### config.mk
export PLATFORM = sky130hd
export DESIGN_NAME = axi_llc_desc_scheduler
export DESIGN_NICKNAME = d
export VERILOG_FILES = /design/src/rtl/axi_llc_pkg.sv /design/src/rtl/axi_llc_desc_scheduler.sv
export SDC_FILE = /design/constraint.sdc
export NUM_CORES = 1
export LEC_CHECK = 0
export BUFFER_PORTS_ARGS = -buffer_cell sky130_fd_sc_hd__buf_2
export CORE_ASPECT_RATIO = 1.4
export CORE_MARGIN = 2
export CORE_UTILIZATION = 33
export DETAILED_ROUTE_END_ITERATION = 10
export HOLD_SLACK_MARGIN = 0.03
export PLACE_DENSITY = 0.85
export SLEW_MARGIN = 20
export SYNTH_ARGS = -nofsm -noshare
export SYNTH_HDL_FRONTEND = slang
export SYNTH_SLANG_ARGS = --single-unit
### constraint.sdc
create_clock -name clk_i -period 3.8 [get_ports clk_i]
set_input_delay 0.19 -clock clk_i [delete_from_list [all_inputs] [get_ports clk_i]]
set_output_delay 0.19 -clock clk_i [all_outputs]
set_load 0.01 [all_outputs]
### src/rtl/axi_llc_pkg.sv
// LLC shared types: descriptor layout and scheduler state/source encodings.
// Imported by the descriptor scheduler and its neighbours.
package axi_llc_pkg;

    typedef enum logic [1:0] {
        RUN,
        DRAIN,
        FLUSH
    } sched_state_e;

    typedef enum logic [1:0] {
        SRC_NONE,
        SRC_AW,
        SRC_AR,
        SRC_FLUSH
    } sched_src_e;

    typedef struct packed {
        logic [15:0] addr;
        logic [3:0]  id;
        logic        rw;
        logic        x_last;
    } llc_desc_t;

endpackage

### src/rtl/axi_llc_desc_scheduler.sv
// Descriptor scheduler: burst-bound AW/AR round-robin in front of the
// descriptor pipeline, plus flush sequencing (gate, drain, flush window).
module axi_llc_desc_scheduler
    import axi_llc_pkg::*;
#(
    parameter type  desc_t   = llc_desc_t,
    parameter logic RrInitAw = 1'b1
) (
    input  logic  clk_i,
    input  logic  rst_i,
    input  desc_t aw_desc_i,
    input  logic  aw_valid_i,
    output logic  aw_ready_o,
    input  logic  aw_busy_i,
    input  desc_t ar_desc_i,
    input  logic  ar_valid_i,
    output logic  ar_ready_o,
    input  logic  ar_busy_i,
    input  desc_t flush_desc_i,
    input  logic  flush_valid_i,
    output logic  flush_ready_o,
    input  logic  flush_req_i,
    output logic  flush_ack_o,
    input  logic  flush_done_i,
    output logic  aw_gate_o,
    output logic  ar_gate_o,
    output desc_t desc_o,
    output logic  desc_valid_o,
    input  logic  desc_ready_i
);

    sched_state_e state_q, state_d;
    sched_src_e   lock_q, lock_d;
    sched_src_e   sel;
    logic         prio_q, prio_d;
    logic         hs;
    logic         drained;

    // Source select and zero-latency descriptor mux.
    always_comb begin
        sel           = SRC_NONE;
        desc_o        = '0;
        desc_valid_o  = 1'b0;
        aw_ready_o    = 1'b0;
        ar_ready_o    = 1'b0;
        flush_ready_o = 1'b0;
        if (state_q == FLUSH) begin
            sel = SRC_FLUSH;
        end else if (lock_q != SRC_NONE) begin
            sel = lock_q;
        end else if (aw_valid_i && ar_valid_i) begin
            sel = prio_q ? SRC_AW : SRC_AR;
        end else if (aw_valid_i) begin
            sel = SRC_AW;
        end else if (ar_valid_i) begin
            sel = SRC_AR;
        end
        case (sel)
            SRC_AW: begin
                desc_o       = aw_desc_i;
                desc_valid_o = aw_valid_i;
                aw_ready_o   = desc_ready_i;
            end
            SRC_AR: begin
                desc_o       = ar_desc_i;
                desc_valid_o = ar_valid_i;
                ar_ready_o   = desc_ready_i;
            end
            SRC_FLUSH: begin
                desc_o        = flush_desc_i;
                desc_valid_o  = flush_valid_i;
                flush_ready_o = desc_ready_i;
            end
            default: ;
        endcase
    end

    assign hs      = desc_valid_o & desc_ready_i;
    assign drained = !aw_busy_i && !ar_busy_i && (lock_q == SRC_NONE)
                     && !aw_valid_i && !ar_valid_i;

    // Next-state: burst lock, round-robin pointer and flush sequencing.
    always_comb begin
        state_d = state_q;
        lock_d  = lock_q;
        prio_d  = prio_q;
        if (hs && (sel == SRC_AW || sel == SRC_AR)) begin
            if (desc_o.x_last) begin
                lock_d = SRC_NONE;
                prio_d = (sel == SRC_AR);
            end else begin
                lock_d = sel;
            end
        end
        case (state_q)
            RUN: begin
                if (flush_req_i) state_d = DRAIN;
            end
            DRAIN: begin
                if (!flush_req_i) state_d = RUN;
                else if (drained) state_d = FLUSH;
            end
            FLUSH: begin
                if (flush_done_i) state_d = RUN;
            end
            default: state_d = RUN;
        endcase
    end

    // State registers with asynchronous reset.
    always_ff @(posedge clk_i or posedge rst_i) begin
        if (rst_i) begin
            state_q <= RUN;
            lock_q  <= SRC_NONE;
            prio_q  <= RrInitAw;
        end else begin
            state_q <= state_d;
            lock_q  <= lock_d;
            prio_q  <= prio_d;
        end
    end

    assign aw_gate_o   = (state_q != RUN);
    assign ar_gate_o   = (state_q != RUN);
    assign flush_ack_o = (state_q == FLUSH);

endmodule

==> flow_summary.ini <==
[route]
firstDrtPassIters = 4
drt-initial-drc-count = 31
antenna_left = 0
viasPerCell = 5.32
wirelength_mm = 3.03
wl_per_cell_um = 13.1
vias = 1229
drc_errors = 0

[placed_design]
place_area_sq_um = 1270
gp_congestion = 0.833
place_ws_ns = 1.55
hpwl_mm = 2.53
dp.cells = 226
io_buffers = 104

[clock_network]
root_buffer = clkbuf_4
clock-sinks = 5
clk_pin_slew_ns = 0.04
cts_buffer_depth = 2
post_cts_buffers = 0
clock_latency_ns = 0.24
htreeDepth = 1
cts_buffers = 3
cts_tree = built

[synth]
async_flop_share_pct = 100
yosysWarnings = 0
ys_ff_latch = 5
syn_avg_cell_area_sq_um = 7.25
syn_inst = 108
synth-compound-area-share_pct = 42.3
synth_top_family_by_area = compound AO/OA/AOI/OAI gates
synth_nets = 184
synthDistinctLibCells = 31
synth-edff-count = 0
syn_area_sq_um = 783
ys_seq_area_share_pct = 16.1
yosys.area_share.simple_pct = 30.4
synth_fa_ha_area_share_pct = 0
synth_ff_type = dfrtp_1
yosys.area_share.xor_xnor_pct = 0
synthMuxAreaShare_pct = 1.44

[timing]
grt_setup_unrepaired = false
post-route-worst-setup-slack_ns = 1.30
hold_violations = 0
hold_ws_ns = 0.150
slew_violations = 0
fmax_mhz = 400
fin_skew_ns = 0.00282
relSlewSlack_pct = 42.2
fin_crit_sh_pct = 65.7
tightest_slew_ns = 0.866
fin_crit_ns = 2.50
finalSetupTns_ns = 0
setup_viol = 0

[grt]
grt_usage_pct = 20.2
antenna_found_initial = 0
overflow = 0
first_global_vias = 1047
grt_start_max_net_pins = 25
grt_first_pass_wirelength_mm = 4.25

[min_path]
min_path_type = input pin to flip-flop
hold_depth = 2

[setup_path]
worstSetupStartpointType = flip-flop
path_class = flip-flop to output pin
worstReg2RegEnd = prio_q
cp_cell_sequence = nand2b_1 -> inv_1 -> nor3_2 -> a221o_1 -> buf_2
setup.worst_path.end = desc_o[18]
timing.rr.start = state_q[0]
critPathArrivalTime_ns = 2.31
rrSetupSlack_ns = 1.58
cp.required_ns = 3.61
crit_path_start = state_q[0]
reg2reg_depth = 5
slowest_delay_ns = 0.61
end_kind = output pin
cp_max_fo = 16
slowest_stage = nor3_2

[floorplanning]
dieArea_sq_um = 2780
start_util_pct = 35.6
ios = 105
std_cell_rows = 20
fp.dieH_um = 61.6
coreArea_sq_um = 2200
fp.dieW_um = 45.2

[finish]
final_cells = 231
drive_gt1_share_pct = 57.4
antenna_cells = 0
final_util_pct = 59.3
design_area_sq_um = 1310
syn_to_final_growth_pct = 66.8
final_nets = 286

[power]
finalPower_uw = 690
p_leak_nw = 0.732
powerDensity_nw_per_um2 = 529
max-vdd-ir-drop_uv = 366

[job]
cap_violations = 0

[status]
status = completed
cell usage after synthesis, types with 2 or more instances:
cell type	count	area share [%]
a221o_1	8	10
a21oi_1	2	1.3
clkbuf_1	4	1.9
nand2_1	21	10
a22oi_1	13	12
and3_4	2	2.9
o21ai_0	15	9.6
nand3_1	3	1.9
and2_1	2	1.6
nor2_1	3	1.4
a22o_1	2	2.2
and3_1	3	2.4
and3_2	4	3.8
nand2b_1	2	1.6
inv_1	4	1.9
clkbuf_8	2	3.5
dfrtp_1	4	13
report_power, final:
group	switching (mW)	internal (mW)	total, mW
Sequential	0.0185	0.0714	0.0899
Clock	0.0198	0.0396	0.0594
Combinational	0.295	0.246	0.541
Total	0.333	0.357	0.690
flip-flops by register name, indices dropped and copies added, names as in the netlist:
| signal | cells |
|---|---|
| lock_q | 2 |
| prio_q | 1 |
| state_q | 2 |
cells by family (layout without fill, tap and decap cells):
logic type / count (synthesis) / after routing
compound gates: 45 / 45
mux: 1 / 1
flops: 5 / 5
buf+inv: 12 / 113
simple gates: 45 / 45
layout make-up:
| type | instances | area, sq um |
|---|---|---|
| fillers | 219 | 896 |
| multi-input cells | 91 | 581 |
| repair buffers | 105 | 531 |
| flip-flops and latches | 5 | 126 |
| well taps | 22 | 27.5 |
| clock buffers | 4 | 26.3 |
| inverters | 4 | 15.0 |
layer usage:
metal | track usage [%] | wire (um) | vias up
met5 | 0 | 0 | -
met1 | 21.8 | 1070 | 541
met2 | 40.6 | 1560 | 75
met3 | 2.64 | 401 | 0
met4 | 3.78 | 0 | 0
li1 | - | - | 613
critical path: cells and delay by family (launching register included):
family | cells | cell delay, ns
buf+inv | 2 | 0.44
compound gates | 1 | 0.28
flops | 1 | 0.36
simple gates | 2 | 0.99
layout by cell type (no fill, tap or decap), drive strengths merged:
cell         count
buf            104
nand2           21
o21ai           15
a22oi           13
and3             9
a221o            8
inv              4
dfrtp            4
clkbuf           4
nand3            3
nor2             3
a21oi            3
nand2b           2
a22o             2
and2             2
o22ai            2
nor3             1
nor2b            1
a2bb2oi          1
mux2             1
o41ai            1
nor4             1
or2              1
nor3b            1
dlygate4sd3      1
dfstp            1
what timing repair did:
| action | 4_1_cts | 5_1_grt |
|---|---|---|
| endpoints found under the setup margin | 0 | 0 |
| hold buffers | 1 | 0 |
| hold endpoints to repair | 4 | 0 |
| gates resized for setup | 0 | 0 |
how the worst min path moves through the flow:
stage	from	end	slack [ns]
final	flush_done_i	state_q[1]	0.15
after detailed placement	rst_i	state_q[1]	0.09
after global placement	rst_i	state_q[0]	0.09
after floorplan	rst_i	lock_q[0]	-0.03
after global routing	flush_done_i	state_q[1]	0.15
after CTS	flush_done_i	state_q[1]	0.14
No activity file was read; power rests on OpenSTA's default activity.
